--- config.mk ---
export PLATFORM = sky130hd
export DESIGN_NAME = mem_access_ctrl
export DESIGN_NICKNAME = d
export VERILOG_FILES = /design/src/rtl/mem_access_ctrl.sv
export SDC_FILE = /design/constraint.sdc
export NUM_CORES = 1
export LEC_CHECK = 0
export BUFFER_PORTS_ARGS = -buffer_cell sky130_fd_sc_hd__buf_2
export CAP_MARGIN = 20
export CORE_ASPECT_RATIO = 0.75
export CORE_MARGIN = 3
export CORE_UTILIZATION = 42
export CTS_CLUSTER_DIAMETER = 60
export DETAILED_ROUTE_END_ITERATION = 10
export PLACE_DENSITY = 0.73
export SLEW_MARGIN = 10
export SYNTH_ARGS = -nofsm -noshare
export SYNTH_HDL_FRONTEND = slang
export SYNTH_SLANG_ARGS = --single-unit
export TNS_END_PERCENT = 20
--- constraint.sdc ---
create_clock -name Clk -period 3.45 [get_ports Clk]
set_input_delay 0.69 -clock Clk [delete_from_list [all_inputs] [get_ports Clk]]
set_output_delay 0.69 -clock Clk [all_outputs]
set_load 0.05 [all_outputs]
--- src/rtl/mem_access_ctrl.sv ---
// Purpose : sequence LC-3 MAR/MDR accesses onto an asynchronous SRAM with fixed wait states.
// Latency : read done RD_WAIT+1 cycles after the accepting edge, write done WR_WAIT+2 cycles after it.
// Backpr. : ready=1 only in IDLE; a request made while busy is discarded and flagged on req_dropped.
//
// Ports
//   Clk, Reset_n       clock (rising edge), asynchronous active-low reset
//   req_rd, req_wr     one-cycle request pulses from the control FSM (read has priority)
//   mar_in, mdr_in     address / write data, sampled when the request is accepted
//   sram_rdata         SRAM read data
//   sram_addr/_wdata   latched address and write data towards the SRAM
//   sram_wdata_oe      drive enable for the shared SRAM data bus
//   CE_n, OE_n, WE_n   active-low SRAM strobes
//   mem_rdata          registered read word for the MDR input mux
//   mdr_sel, ld_mdr_mem MDR mux select (0 = memory) and load strobe for read data
//   ready, done        idle indication and one-cycle completion pulse
//   req_dropped        one-cycle pulse, a request arrived while busy
module mem_access_ctrl #(
  parameter int RD_WAIT = 2,
  parameter int WR_WAIT = 2
) (
  input  logic        Clk,
  input  logic        Reset_n,
  input  logic        req_rd,
  input  logic        req_wr,
  input  logic [15:0] mar_in,
  input  logic [15:0] mdr_in,
  input  logic [15:0] sram_rdata,
  output logic [15:0] sram_addr,
  output logic [15:0] sram_wdata,
  output logic        sram_wdata_oe,
  output logic        CE_n,
  output logic        OE_n,
  output logic        WE_n,
  output logic [15:0] mem_rdata,
  output logic        mdr_sel,
  output logic        ld_mdr_mem,
  output logic        ready,
  output logic        done,
  output logic        req_dropped
);

  localparam int MAX_WAIT = (RD_WAIT > WR_WAIT) ? RD_WAIT : WR_WAIT;
  localparam int CW       = (MAX_WAIT < 1) ? 1 : $clog2(MAX_WAIT + 1);

  // Counter values on the final cycle of each timed phase.
  localparam logic [CW-1:0] RD_LAST = CW'(RD_WAIT - 1);
  localparam logic [CW-1:0] WR_LAST = CW'(WR_WAIT - 1);
  localparam logic [CW-1:0] CNT_ONE = CW'(1);

  typedef enum logic [2:0] {
    ST_IDLE     = 3'd0,
    ST_RD_ACT   = 3'd1,
    ST_RD_CAP   = 3'd2,
    ST_WR_SETUP = 3'd3,
    ST_WR_PULSE = 3'd4,
    ST_WR_HOLD  = 3'd5
  } state_t;

  state_t        state;
  logic [CW-1:0] wait_cnt;

  // Every output is assigned together with the state it belongs to, so
  // the strobes are pure flops: nothing from req_* reaches the SRAM pins
  // without passing through a register first.
  always_ff @(posedge Clk or negedge Reset_n) begin
    if (!Reset_n) begin
      state         <= ST_IDLE;
      wait_cnt      <= '0;
      sram_addr     <= '0;
      sram_wdata    <= '0;
      sram_wdata_oe <= 1'b0;
      CE_n          <= 1'b1;
      OE_n          <= 1'b1;
      WE_n          <= 1'b1;
      mem_rdata     <= '0;
      mdr_sel       <= 1'b1;
      ld_mdr_mem    <= 1'b0;
      ready         <= 1'b1;
      done          <= 1'b0;
      req_dropped   <= 1'b0;
    end else begin
      // Single-cycle pulses default low; the RD_CAP / WR_HOLD entries raise them.
      done        <= 1'b0;
      ld_mdr_mem  <= 1'b0;
      mdr_sel     <= 1'b1;
      // Any request while not idle is lost; the access in flight carries on.
      req_dropped <= (state != ST_IDLE) && (req_rd || req_wr);

      case (state)
        ST_IDLE: begin
          wait_cnt <= '0;
          if (req_rd) begin
            // Read wins over a simultaneous write; the write is discarded
            // without a req_dropped pulse since the port was ready.
            state         <= ST_RD_ACT;
            sram_addr     <= mar_in;
            sram_wdata_oe <= 1'b0;
            CE_n          <= 1'b0;
            OE_n          <= 1'b0;
            WE_n          <= 1'b1;
            ready         <= 1'b0;
          end else if (req_wr) begin
            state         <= ST_WR_SETUP;
            sram_addr     <= mar_in;
            sram_wdata    <= mdr_in;
            sram_wdata_oe <= 1'b1;
            CE_n          <= 1'b0;
            OE_n          <= 1'b1;
            WE_n          <= 1'b1;
            ready         <= 1'b0;
          end else begin
            sram_wdata_oe <= 1'b0;
            CE_n          <= 1'b1;
            OE_n          <= 1'b1;
            WE_n          <= 1'b1;
            ready         <= 1'b1;
          end
        end

        ST_RD_ACT: begin
          if (wait_cnt == RD_LAST) begin
            // Sample the SRAM at the end of the last wait cycle; CE_n/OE_n
            // stay low through RD_CAP so the word remains valid there too.
            state      <= ST_RD_CAP;
            wait_cnt   <= '0;
            mem_rdata  <= sram_rdata;
            ld_mdr_mem <= 1'b1;
            mdr_sel    <= 1'b0;
            done       <= 1'b1;
          end else begin
            wait_cnt <= wait_cnt + CNT_ONE;
          end
        end

        ST_RD_CAP: begin
          state    <= ST_IDLE;
          wait_cnt <= '0;
          CE_n     <= 1'b1;
          OE_n     <= 1'b1;
          ready    <= 1'b1;
        end

        ST_WR_SETUP: begin
          // Address and data have had one cycle to settle before WE_n falls.
          state    <= ST_WR_PULSE;
          wait_cnt <= '0;
          WE_n     <= 1'b0;
        end

        ST_WR_PULSE: begin
          if (wait_cnt == WR_LAST) begin
            // WE_n rises one cycle before data/CE release for hold time.
            state    <= ST_WR_HOLD;
            wait_cnt <= '0;
            WE_n     <= 1'b1;
            done     <= 1'b1;
          end else begin
            wait_cnt <= wait_cnt + CNT_ONE;
          end
        end

        ST_WR_HOLD: begin
          state         <= ST_IDLE;
          wait_cnt      <= '0;
          CE_n          <= 1'b1;
          sram_wdata_oe <= 1'b0;
          ready         <= 1'b1;
        end

        default: begin
          state         <= ST_IDLE;
          wait_cnt      <= '0;
          sram_wdata_oe <= 1'b0;
          CE_n          <= 1'b1;
          OE_n          <= 1'b1;
          WE_n          <= 1'b1;
          ready         <= 1'b1;
        end
      endcase
    end
  end

endmodule

==> results of run 1 <==
## flip-flops by register name, indices dropped and copies added, names as in the netlist
signal and count:
OE_n 1, done 1, wait_cnt 2, state 3, ld_mdr_mem 1, req_dropped 1
ready 1, WE_n 1, sram_wdata 16, sram_addr 16, sram_wdata_oe 1, mem_rdata 16
mdr_sel 1
## per-layer routing
metal / vias up / global-route usage [%] / wire [um]
met5: - / 0 / 0
met4: 0 / 6.73 / 77
met3: 10 / 7.87 / 358
met2: 53 / 23.8 / 2350
met1: 757 / 18.2 / 2090
li1: 745 / - / -
## layout make-up
type | instances | area, um2 | area share (%)
Sequential cell | 61 | 1530 | 48.4
Multi-Input combinational cell | 81 | 803 | 25.4
Timing Repair Buffer | 109 | 548 | 17.3
Clock buffer | 15 | 176 | 5.57
Tap cell | 75 | 93.8 | 2.96
Inverter | 1 | 8.76 | 0.277
Clock inverter | 1 | 5.00 | 0.158
## through the flow
| step | setup WS [ps] | instances |
|---|---|---|
| finish | 1440 | 343 |
| global route | 1320 | 343 |
| CTS | 1430 | 343 |
| detailed placement | 1380 | 327 |
| global placement | 1420 | 327 |
| floorplan | 1790 | 151 |
## worst paths after layout
check	from	end	slack, ps	depth (start not counted)
hold reg to reg	wait_cnt[0]	wait_cnt[0]	450	1
min in group Clk	wait_cnt[0]	wait_cnt[0]	450	1
setup / recovery	state[0]	sram_addr[13]	1440	3
setup reg to reg	state[0]	sram_addr[13]	1440	3
max in group asynchronous	Reset_n	sram_wdata_oe	2290	2
hold / removal	Reset_n	mem_rdata[1]	270	1
## cell usage in the layout, fill, tap and decap left out, types with 2 or more instances in the layout
master and instances:
buf_2 108, dfrtp_1 57, mux2_2 39, clkbuf_8 12, mux2_4 9, nor2_1 5
dfstp_2 4, nand2_1 4, a21oi_1 3, nor2b_1 3, clkbuf_1 3, nor3_1 2
o21ai_0 2
## cell families after synthesis
family          Yosys count  share of synthesized area, %
flops                    61                          63.1
mux                      49                          24.1
simple gates             23                          6.60
buf+inv                   9                          3.76
compound gates            8                          2.01
xor+xnor                  1                         0.361
==> impl_metrics.py, run 1 <==
metrics = {
    "route": {
        "vias_per_cell": 4.56,
        "wl_per_cell_um": 14.2,
        "antenna_left": 0,
        "wl_mm": 4.87,
        "drtIter0Drc": 57,
        "drc": 0,
        "num_vias": 1565,
        "dr.pass1.iters": 4,
    },
    "setup_path": {
        "crit_path_max_fanout": 17,
        "slowest_stage": "and2b_1",
        "path_buf_inv": 0,
        "cpLargestDelayFamily": "simple AND/OR/NAND/NOR gates",
        "critical_path.cell_chain": "nor3_4 -> and2b_1 -> mux2_2",
        "worstPathArrival_ps": 2230,
        "cp.required_ps": 3660,
        "worstSetupEndpointType": "flip-flop",
        "critPathMaxStageDelay_ps": 640,
        "start_kind": "flip-flop",
        "crit_type": "reg -> reg",
    },
    "clock_network": {
        "cts_sinks": 61,
        "cts-root-buf": "clkbuf_8",
        "cts_resized": 0,
        "clock_latency_ps": 330,
        "cts_hold_buf": 0,
        "cts_tree": "built",
        "cts-buffers-inserted": 9,
        "cts.htree.levels": 3,
        "cts.reportedPaths.clkPinSlew_ps": 60,
        "post_cts_buffers": 0,
        "clockBufferDepth": 2,
    },
    "floorplanning": {
        "die_x_um": 93.8,
        "fp.dieArea_mm2": 0.00673,
        "ios": 109,
        "coreArea_mm2": 0.00547,
        "fp-row-count": 23,
        "initial_utilization_pct": 44.4,
        "die_h_um": 71.8,
    },
    "placed_design": {
        "placed_area_mm2": 0.00299,
        "numPortBuffers": 108,
        "post-dp-hpwl_mm": 3.54,
        "gp_congestion": 0.708,
    },
    "global_routing": {
        "antenna_found_initial": 0,
        "grt_remaining_overflow": 0,
        "grt_use_total_pct": 15.4,
        "grt_pass1_vias": 1609,
        "grt_max_degree": 44,
        "grt_pass1_wl_mm": 7.73,
    },
    "logic_synthesis": {
        "synth-seq-area-share_pct": 63.1,
        "synthesis.nets": 203,
        "yosys_warnings": 0,
        "synth_common_cells": "dfrtp_1 (57), mux2_2 (39), mux2_4 (9), nor2_1 (5)",
        "synth_area_mm2": 0.00243,
        "synth_cell_types": 29,
        "synth_ff_type": "dfrtp_1",
        "synth_edf_count": 0,
        "synthMostInstantiatedCell": "dfrtp_1",
        "ys_top_cells_by_area": "dfrtp_1 (59%), mux2_2 (18%), mux2_4 (5.6%)",
        "synth_top_area_share_pct": 58.8,
        "async_flop_share_pct": 100,
        "syn_avg_cell_area_um2": 16.1,
        "synth-seq-cells": 61,
        "synth_top_area_cell": "dfrtp_1",
        "synthCells": 151,
    },
    "cells_and_area": {
        "num-fill-cells": 479,
        "stdcell_area_mm2": 0.00317,
        "antenna_cells": 0,
        "area_delta_synth_final_pct": 30.5,
        "drive_gt1_share_pct": 67.2,
        "final_util_pct": 57.9,
        "nets": 315,
    },
    "sta": {
        "finalSetupTns_ps": 0,
        "finalHoldViolCount": 0,
        "min_period_ps": 2010,
        "slew_headroom_pct": 52.4,
        "finalMaxSlewViolations": 0,
        "setup_viol": 0,
        "fmax_mhz": 497,
        "fin_worst_skew_ps": 6.36,
        "rsz0062_at_grt": "false",
        "hold_slack_ps": 271,
        "worstMarginPinSlew_ps": 713,
        "period_share_pct": 58.3,
    },
    "outcome": {
        "status": "finished clean",
    },
    "min_path": {
        "hold_class": "in -> async",
    },
    "run": {
        "drv_cap": 0,
    },
}
Power of run 1 is not shown: default switching activity piles up to over one toggle a cycle in this logic, so the estimate is an artifact.
==> run 2: changes to the inputs <==
--- a/config.mk
+++ b/config.mk
@@ -12,7 +12,7 @@
 export CORE_UTILIZATION = 42
 export CTS_CLUSTER_DIAMETER = 60
 export DETAILED_ROUTE_END_ITERATION = 10
-export PLACE_DENSITY = 0.73
+export PLACE_DENSITY = 0.75
 export SLEW_MARGIN = 10
 export SYNTH_ARGS = -nofsm -noshare
 export SYNTH_HDL_FRONTEND = slang
==> constraint.sdc (replaced) <==
create_clock -name Clk -period 1.6 [get_ports Clk]
set_input_delay 0.32 -clock Clk [delete_from_list [all_inputs] [get_ports Clk]]
set_output_delay 0.32 -clock Clk [all_outputs]
set_load 0.05 [all_outputs]
==> impl_metrics.py, run 2 (synthesis results as in run 1) <==
metrics = {
    "setup_path": {
        "worstSetupEndpointType": "flip-flop",
        "cp.required_ps": 1810,
        "start_kind": "flip-flop",
        "worstPathArrival_ps": 1770,
        "crit_type": "reg -> reg",
        "slowest_stage": "dfrtp_2",
        "critPathMaxStageDelay_ps": 440,
        "crit_path_max_fanout": 9,
        "critical_path.cell_chain": "nor3_4 -> and2b_1 -> buf_4 -> mux2_2",
    },
    "outcome": {
        "status": "finished clean",
    },
    "clock_network": {
        "cts.reportedPaths.clkPinSlew_ps": 70,
        "cts.htree.levels": 3,
        "cts_tree": "built",
        "clock_latency_ps": 320,
        "cts-root-buf": "clkbuf_8",
        "clockBufferDepth": 2,
        "cts-buffers-inserted": 9,
        "cts_sinks": 61,
    },
    "sta": {
        "period_share_pct": 97.7,
        "min_period_ps": 1560,
        "rsz0062_at_grt": "true",
        "fin_worst_skew_ps": 7.35,
        "finalMaxSlewViolations": 0,
        "fmax_mhz": 640,
        "worstMarginPinSlew_ps": 308,
        "setup_viol": 0,
        "hold_slack_ps": 212,
        "slew_headroom_pct": 79.5,
        "finalHoldViolCount": 0,
    },
    "floorplanning": {
        "fp-row-count": 23,
        "ios": 109,
        "initial_utilization_pct": 44.4,
        "coreArea_mm2": 0.00547,
        "die_x_um": 93.8,
        "die_h_um": 71.8,
        "fp.dieArea_mm2": 0.00673,
    },
    "placed_design": {
        "numPortBuffers": 108,
        "dp.cells": 335,
        "gp_congestion": 0.742,
        "post-dp-hpwl_mm": 3.62,
    },
    "route": {
        "drc": 0,
        "num_vias": 1630,
        "wl_per_cell_um": 14.1,
        "wl_mm": 4.98,
        "dr.pass1.iters": 4,
        "drtIter0Drc": 63,
        "antenna_left": 0,
        "vias_per_cell": 4.60,
    },
    "min_path": {
        "hold_class": "in -> reg",
    },
    "run": {
        "drv_cap": 0,
    },
    "cells_and_area": {
        "antenna_cells": 0,
        "layout_commonest_cell": "buf_2",
        "reg_top3": "mem_rdata (16), sram_addr (16), sram_wdata (16)",
        "nets": 326,
        "stdcell_count": 354,
        "final_cell_mix": "buf_2 (108), dfrtp_1 (55), mux2_2 (37)",
        "drive_gt1_share_pct": 69.9,
        "area_delta_synth_final_pct": 36.5,
    },
    "global_routing": {
        "grt_pass1_vias": 1725,
        "antenna_found_initial": 0,
        "grt_remaining_overflow": 0,
        "grt_max_degree": 62,
        "grt_pass1_wl_mm": 8.20,
        "grt_use_total_pct": 16.0,
    },
}
run 2: metal layers:
layer / up-vias / part of all wire [%] / GRT usage (%)
met2: 63 / 49 / 24.8
met4: 0 / 1.6 / 6.73
met1: 793 / 43 / 20.4
met5: - / 0 / 0
li1: 767 / - / -
met3: 7 / 6.7 / 5.67
run 2: layout make-up:
cell class	count	area, um2
clock buffer	12	165
clock inverter	4	45.0
fill	460	2160
inverter	1	16.3
multi-input combinational	81	811
sequential	61	1530
tap	75	93.8
timing repair buffer	119	638
timing repair inverter	1	8.76
run 2: final timing paths:
kind / startpoint / to / slack [ps] / cells after the start
hold reg to reg: wait_cnt[0] / wait_cnt[0] / 460 / 1
setup / recovery: state[2] / sram_addr[5] / 40 / 4
hold / removal: mdr_in[7] / sram_wdata[7] / 210 / 2
min in group asynchronous: Reset_n / mem_rdata[3] / 530 / 3
max in group asynchronous: Reset_n / mdr_sel / 780 / 3
setup reg to reg: state[2] / sram_addr[5] / 40 / 4
run 2: critical path, delay by kind of cell, from the launching register on:
family | cells | cell delay [ps]
muxes | 1 | 350
buffers and inverters | 1 | 180
DFF | 1 | 440
and+or+nand+nor | 2 | 480
run 2: through the flow:
| step | setup slack, ps | setup TNS [ps] | utilization [%] | area [um2] |
|---|---|---|---|---|
| 2_1_floorplan | -9.41 | -84.7 | - | 2430 |
| 3_3_place_gp | 21.1 | 0 | 55.9 | 3060 |
| 3_5_place_dp | -17.2 | -35.7 | 55.9 | 3060 |
| 4_1_cts | 6.51 | 0 | 60.1 | 3290 |
| 5_1_grt | -50.3 | -581 | 60.6 | 3310 |
| 6_report | 36.4 | 0 | 60.6 | 3310 |
run 2: repair_timing:
item,in CTS,in global routing
pin swaps,0,1
hold buffers,1,0
setup endpoints to repair,7,24
cloned,0,1
setup buffers,0,1
resized for setup,1,4
hold endpoints to repair,17,0
Power of run 2 is left out for the same reason.
